[config.mk]
export PLATFORM = sky130hd
export DESIGN_NAME = des_key_schedule_ctrl
export DESIGN_NICKNAME = d
export VERILOG_FILES = /design/src/rtl/des_key_schedule_ctrl.sv
export SDC_FILE = /design/constraint.sdc
export NUM_CORES = 1
export LEC_CHECK = 0
export ABC_AREA = 1
export CAP_MARGIN = 20
export CORE_MARGIN = 8
export CORE_UTILIZATION = 25
export CTS_CLUSTER_DIAMETER = 150
export CTS_CLUSTER_SIZE = 14
export DETAILED_ROUTE_END_ITERATION = 10
export DONT_BUFFER_PORTS = 1
export RECOVER_POWER = 25
export SETUP_SLACK_MARGIN = 0.02
export SYNTH_ARGS = -nofsm -noshare
export SYNTH_HDL_FRONTEND = slang
export SYNTH_SLANG_ARGS = --single-unit
[constraint.sdc]
create_clock -name i_clk -period 6.2 [get_ports i_clk]
set_clock_uncertainty 0.1 [all_clocks]
set_input_delay 1.24 -clock i_clk [delete_from_list [all_inputs] [get_ports i_clk]]
set_output_delay 1.24 -clock i_clk [all_outputs]
set_load 0.02 [all_outputs]
[src/rtl/des_key_schedule_ctrl.sv]
// DES key-schedule controller: walks the round-key generator over 16 rounds, caches the
// subkeys and replays them in encrypt (0..15) or decrypt (15..0) order over valid/ready.
module des_key_schedule_ctrl #(
  parameter int unsigned NUM_ROUNDS = 16,
  parameter int unsigned ROUND_W    = 4,
  parameter int unsigned KEY_W      = 64,
  parameter int unsigned SUBKEY_W   = 48
) (
  input  logic                i_clk,
  input  logic                i_rst,
  input  logic                i_key_valid,
  input  logic [KEY_W-1:0]    i_key,
  output logic                o_key_ready,
  output logic [KEY_W-1:0]    o_gen_key,
  output logic [ROUND_W-1:0]  o_gen_round,
  input  logic [SUBKEY_W-1:0] i_gen_subkey,
  input  logic                i_start,
  input  logic                i_decrypt,
  output logic                o_rk_valid,
  output logic [SUBKEY_W-1:0] o_rk,
  output logic [ROUND_W-1:0]  o_rk_round,
  output logic                o_rk_last,
  input  logic                i_rk_ready,
  output logic                o_keys_loaded,
  output logic                o_busy
);

  localparam logic [ROUND_W-1:0] LastRound = ROUND_W'(NUM_ROUNDS - 1);

  typedef enum logic [1:0] {StIdle, StGen, StReady, StStream} state_e;

  state_e              state_q, state_d;
  logic                key_ready_q, key_ready_d;
  logic                busy_q, busy_d;
  logic [KEY_W-1:0]    gen_key_q, gen_key_d;
  logic [ROUND_W-1:0]  gen_round_q, gen_round_d;
  logic                loaded_q, loaded_d;
  logic                dir_q, dir_d;
  logic                rk_valid_q, rk_valid_d;
  logic [SUBKEY_W-1:0] rk_q, rk_d;
  logic [ROUND_W-1:0]  rk_round_q, rk_round_d;
  logic                rk_last_q, rk_last_d;

  logic [SUBKEY_W-1:0] bank_q [NUM_ROUNDS];
  logic                bank_we;

  logic                key_hs, start_hs, rk_hs;
  logic [ROUND_W-1:0]  next_idx;

  // o_key_ready is a pure state flag, so the key handshake never depends combinationally on
  // i_key_valid; start loses to a simultaneous key load.
  assign key_hs   = key_ready_q & i_key_valid;
  assign start_hs = (state_q == StReady) & i_start & ~key_hs;
  assign rk_hs    = rk_valid_q & i_rk_ready;

  always_comb begin
    state_d     = state_q;
    gen_key_d   = gen_key_q;
    gen_round_d = gen_round_q;
    loaded_d    = loaded_q;
    dir_d       = dir_q;
    rk_valid_d  = rk_valid_q;
    rk_d        = rk_q;
    rk_round_d  = rk_round_q;
    rk_last_d   = rk_last_q;
    bank_we     = 1'b0;
    next_idx    = '0;

    unique case (state_q)
      StIdle, StReady: begin
        if (key_hs) begin
          gen_key_d   = i_key;
          gen_round_d = '0;
          loaded_d    = 1'b0;
          state_d     = StGen;
        end else if (start_hs) begin
          next_idx   = i_decrypt ? LastRound : '0;
          dir_d      = i_decrypt;
          rk_valid_d = 1'b1;
          rk_d       = bank_q[next_idx];
          rk_round_d = next_idx;
          rk_last_d  = 1'b0;
          state_d    = StStream;
        end
      end
      StGen: begin
        bank_we     = 1'b1;
        gen_round_d = gen_round_q + 1'b1;
        if (gen_round_q == LastRound) begin
          loaded_d = 1'b1;
          state_d  = StReady;
        end
      end
      StStream: begin
        if (rk_hs) begin
          if (rk_last_q) begin
            rk_valid_d = 1'b0;
            rk_last_d  = 1'b0;
            state_d    = StReady;
          end else begin
            next_idx   = dir_q ? rk_round_q - 1'b1 : rk_round_q + 1'b1;
            rk_d       = bank_q[next_idx];
            rk_round_d = next_idx;
            rk_last_d  = dir_q ? (next_idx == '0) : (next_idx == LastRound);
          end
        end
      end
      default: state_d = StIdle;
    endcase

    key_ready_d = (state_d == StIdle) || (state_d == StReady);
    busy_d      = (state_d == StGen) || (state_d == StStream);
  end

  always_ff @(posedge i_clk) begin
    if (i_rst) begin
      state_q     <= StIdle;
      key_ready_q <= 1'b0;
      busy_q      <= 1'b0;
      gen_key_q   <= '0;
      gen_round_q <= '0;
      loaded_q    <= 1'b0;
      dir_q       <= 1'b0;
      rk_valid_q  <= 1'b0;
      rk_q        <= '0;
      rk_round_q  <= '0;
      rk_last_q   <= 1'b0;
    end else begin
      state_q     <= state_d;
      key_ready_q <= key_ready_d;
      busy_q      <= busy_d;
      gen_key_q   <= gen_key_d;
      gen_round_q <= gen_round_d;
      loaded_q    <= loaded_d;
      dir_q       <= dir_d;
      rk_valid_q  <= rk_valid_d;
      rk_q        <= rk_d;
      rk_round_q  <= rk_round_d;
      rk_last_q   <= rk_last_d;
    end
  end

  // Bank contents are don't-care until o_keys_loaded, so no reset is needed here.
  always_ff @(posedge i_clk) begin
    if (bank_we) begin
      bank_q[gen_round_q] <= i_gen_subkey;
    end
  end

  assign o_key_ready   = key_ready_q;
  assign o_busy        = busy_q;
  assign o_gen_key     = gen_key_q;
  assign o_gen_round   = gen_round_q;
  assign o_keys_loaded = loaded_q;
  assign o_rk_valid    = rk_valid_q;
  assign o_rk          = rk_q;
  assign o_rk_round    = rk_round_q;
  assign o_rk_last     = rk_last_q;

endmodule

==> impl.org <==
** Critical path
- Launching point of the worst reg2reg path :: o_rk_round[0]$_SDFFE_PP0P_
- Cell-by-cell listing of the critical path :: buf_4 > buf_4 > buf_4 > nand2_1 > nand3_1 > nand3_1 > nand3_1 > nand3_1 > nand2_1 > a21oi_1
- Data on the critical path arrives at its endpoint at 4.68 ns.
- Crit-path slowest cell :: buf_4
- The cell that appears most often on the critical path is nand3_1.
- Delay of the slowest cell on the worst path :: 0.88 ns
- Critical path buffers and inverters :: 3
- Counting cells, the worst reg-to-reg path comes to 10.
- CP Launch Type :: register
- Worst-case register-to-register setup slack :: 1.93 ns
- STA classifies the critical path endpoint as a register.
- Startpoint-to-endpoint class of the critical path :: register to register
- Broken down by cell family, the worst path's largest delay share belongs to buffers and inverters.
- Max FO, Critical Path :: 92
- The worst register-to-register path ends at o_rk[18]$_SDFFE_PP0P_.
- STA puts the critical path data required time at 6.61 ns.

** Detailed routing
- Via total after detailed routing :: 26000
- Total detailed-routing wirelength :: 110 mm
- Iteration count of the initial detailed-routing pass :: 6
- Drt drc :: 0
- Routed Antenna Nets :: 0
- First DRT Iteration DRCs :: 2498
- Using the TritonRoute via totals, the vias-per-cell ratio works out to 4.46.
- Routed len/inst :: 18.9 um

** Layout
- Top library cells by usage in the layout, fill and taps aside :: nand2_1 (958), edfxtp_1 (768), nand3_1 (619), inv_1 (612), o21ai_0 (210)
- In the final layout, the share of cells above drive strength 1 is 0.0425.
- P&R area growth vs syn :: 11.6%
- Net count reported at finish :: 3856
- Fillers :: 15600
- Non-Filler Instances :: 5818
- Commonest non-fill, non-tap cell in the layout :: nand2_1

** Job
- Max-cap violations in this run came to 0.

** Yosys
- The average instance in the mapped netlist occupies 9.95 um^2.
- In this run the cell area of the synthesized design comes to 38000 um^2.
- Cell count after synthesis :: 3821
- Post-synth EDFFs :: 768
- Synthesis produced a netlist with a net count of 3948.
- During synthesis, Yosys emitted a total of 0 warnings.
- Proportion of register bits with asynchronous set or reset after synthesis :: 0
- The synthesized design contains 896 register bits.
- Sequential-to-total area share from yosys stat :: 0.674
- Count of different cell masters after synthesis :: 30
- Most used DFF post-synth :: edfxtp_1

** Floorplanning
- The floorplan step set the die height to 406 um.
- Number of top-level pins :: 243
- The die covers 165000 um^2.
- Placeable core region :: 152000 um^2
- Die Wd :: 406 um
- Effective utilization at floorplan :: 0.251
- After floorplanning, the core was divided into 143 placement rows.

** STA
- Final Hold Viols :: 0
- Max Freq :: 0.234 GHz
- The clock period could shrink to 4.27 ns.
- Adding up every negative setup slack in the final design gives 0 ns.
- Headroom to the max-slew limit came out at 0.227.
- Setup slack on the critical path of the routed design comes to 1.93 ns.
- Setup violations remaining at the end of the flow were counted as 0.
- At the pin with the least slew margin, the transition time is 1.16 ns.
- Period Utilization, post-route :: 0.689
- Setup repair after global routing missed its margin :: no
- The count of pins over their slew limit was 0.

** Hold path
- For hold timing, the worst endpoint is state_q[1]$_SDFF_PP0_.
- The path class of the tightest hold or removal check is register to register.
- Hold path startpoint :: state_q[1]$_SDFF_PP0_
- The worst hold path was traced through 2 stages.

** CTS
- Counting every sink on the clock net gives 896.
- Buffers inserted during post-CTS setup optimization :: 0
- The clock reaches the later pin of the worst-skew pair after 0.63 ns.
- Clock tree from TritonCTS :: yes
- Number of gates resized after cts :: 0
- The longest clock path from root to sink contains 3 buffers.
- H-tree depth :: 3
- In this run, post-CTS hold repair placed 0 buffers.
- The root buffer cell chosen for the clock tree is clkbuf_16.
- TritonCTS created 73 clock buffers.
- Clk slew on worst S/H paths :: 0.08 ns

** Global routing
- Number of antenna violations at the first check in global routing :: 1
- The first global-routing pass estimated 161 mm of wire.
- Congestion Overflow GR :: 0
- Across every metal layer, demand over resource in global routing totals 0.127.
- Entering global routing, the biggest net connects 123 pins.
- The via count of the first global-routing pass came to 24500.

** Place
- The number of placed instances, taps included, is 5681.
- Summed over all nets, the half-perimeter wirelength after detailed placement is 60.4 mm.
- I/O Buffers :: 0
- Prior to clock tree synthesis, the placed netlist has a worst setup slack of 1.77 ns.
- At the end of routability-driven placement, the weighted congestion stood at 0.781.

** Run status
- The flow ran to the end, and the final reports show no timing, DRC or antenna violations.

** Power and ir drop
- Worst IR drop on VDD :: 0.178 mV
- Power spread over the standard cell area amounts to 287 nW/um^2.
- In this run the static leakage power is 16.7 nW.
- The design draws 12.2 mW.
[per-layer routing]
metal	routed length (um)	vias up	GRT usage
met5	13	-	0
met4	2580	2	0.0364
met3	9600	150	0.0325
met2	53400	861	0.218
met1	44500	12700	0.159
li1	-	12300	-
[synthesized netlist by cell type (8+ instances only)]
cell type / count / area share
nand3_1: 619 / 0.081
nor2_1: 166 / 0.016
o21ai_0: 210 / 0.028
nand2_1: 960 / 0.095
a21oi_1: 110 / 0.014
inv_1: 615 / 0.061
dfxtp_1: 128 / 0.067
edfxtp_1: 768 / 0.61
ha_1: 8 / 0.0026
buf_1: 34 / 0.0034
buf_2: 41 / 0.0054
clkbuf_1: 131 / 0.013
[tightest hold or removal path, cell delays in order (launching register included)]
cell	delay (ns)
dfxtp_1	0.35
a21oi_1	0.13
nor3_1	0.05
[cell families after synthesis]
group | Yosys count | share of synthesized area
xor gates and xnor gates | 4 | 0.00132
buffers and inverters | 834 | 0.0847
DFF | 896 | 0.674
AOI/OAI and AO/OA | 325 | 0.0431
adders and majority gates | 9 | 0.00316
and+or+nand+nor | 1753 | 0.194
[power by group]
part | leakage, nW | switching [mW] | internal, mW | total, mW
clock | 1.02 | 2.13 | 2.29 | 4.42
combinational | 7.74 | 0.662 | 0.272 | 0.934
sequential | 7.96 | 0.187 | 6.63 | 6.81
[final cells by class]
cell class              count  area (um^2)  share of cell area
multi-input cells        2091         9350               0.220
clock buffers             128         2080              0.0489
inverters                 620         2350              0.0553
flip-flops and latches    896        25600               0.604
clock inverters             5         72.6             0.00171
well taps                2030         2540              0.0599
repair buffers             47          418             0.00985
diodes                      1         2.50           0.0000590
[through the flow]
step / hold slack, ns / util / instance area [um^2]
floorplan: 0.418 / - / 38000
detailed placement: 0.448 / 0.265 / 40200
global placement: 0.444 / 0.265 / 40200
CTS: 0.461 / 0.279 / 42400
global route: 0.468 / 0.280 / 42400
finish: 0.466 / 0.280 / 42400
[sequential cells by signal (all words and copies together) (netlist names)]
signal,flops
bank_q,768
o_gen_key,64
o_rk,48
o_gen_round,4
o_rk_round,4
state_q,2
dir_q,1
o_busy,1
o_key_ready,1
o_keys_loaded,1
o_rk_last,1
o_rk_valid,1
[worst max-delay path by stage]
stage | startpoint | end | slack [ns] | cells after the start
after floorplan | state_q[0]$_SDFF_PP0_ | bank_q[15][0]$_DFFE_PP_ | 2.69 | 4
after global placement | o_rk_round[0]$_SDFFE_PP0P_ | o_rk[46]$_SDFFE_PP0P_ | 1.77 | 9
after detailed placement | o_rk_round[0]$_SDFFE_PP0P_ | o_rk[46]$_SDFFE_PP0P_ | 1.77 | 9
after CTS | o_rk_round[0]$_SDFFE_PP0P_ | o_rk[46]$_SDFFE_PP0P_ | 1.77 | 9
after global routing | o_rk_round[0]$_SDFFE_PP0P_ | o_rk[23]$_SDFFE_PP0P_ | 1.62 | 10
final | o_rk_round[0]$_SDFFE_PP0P_ | o_rk[18]$_SDFFE_PP0P_ | 1.93 | 10
Note: power is estimated with default switching activity, not from simulation.
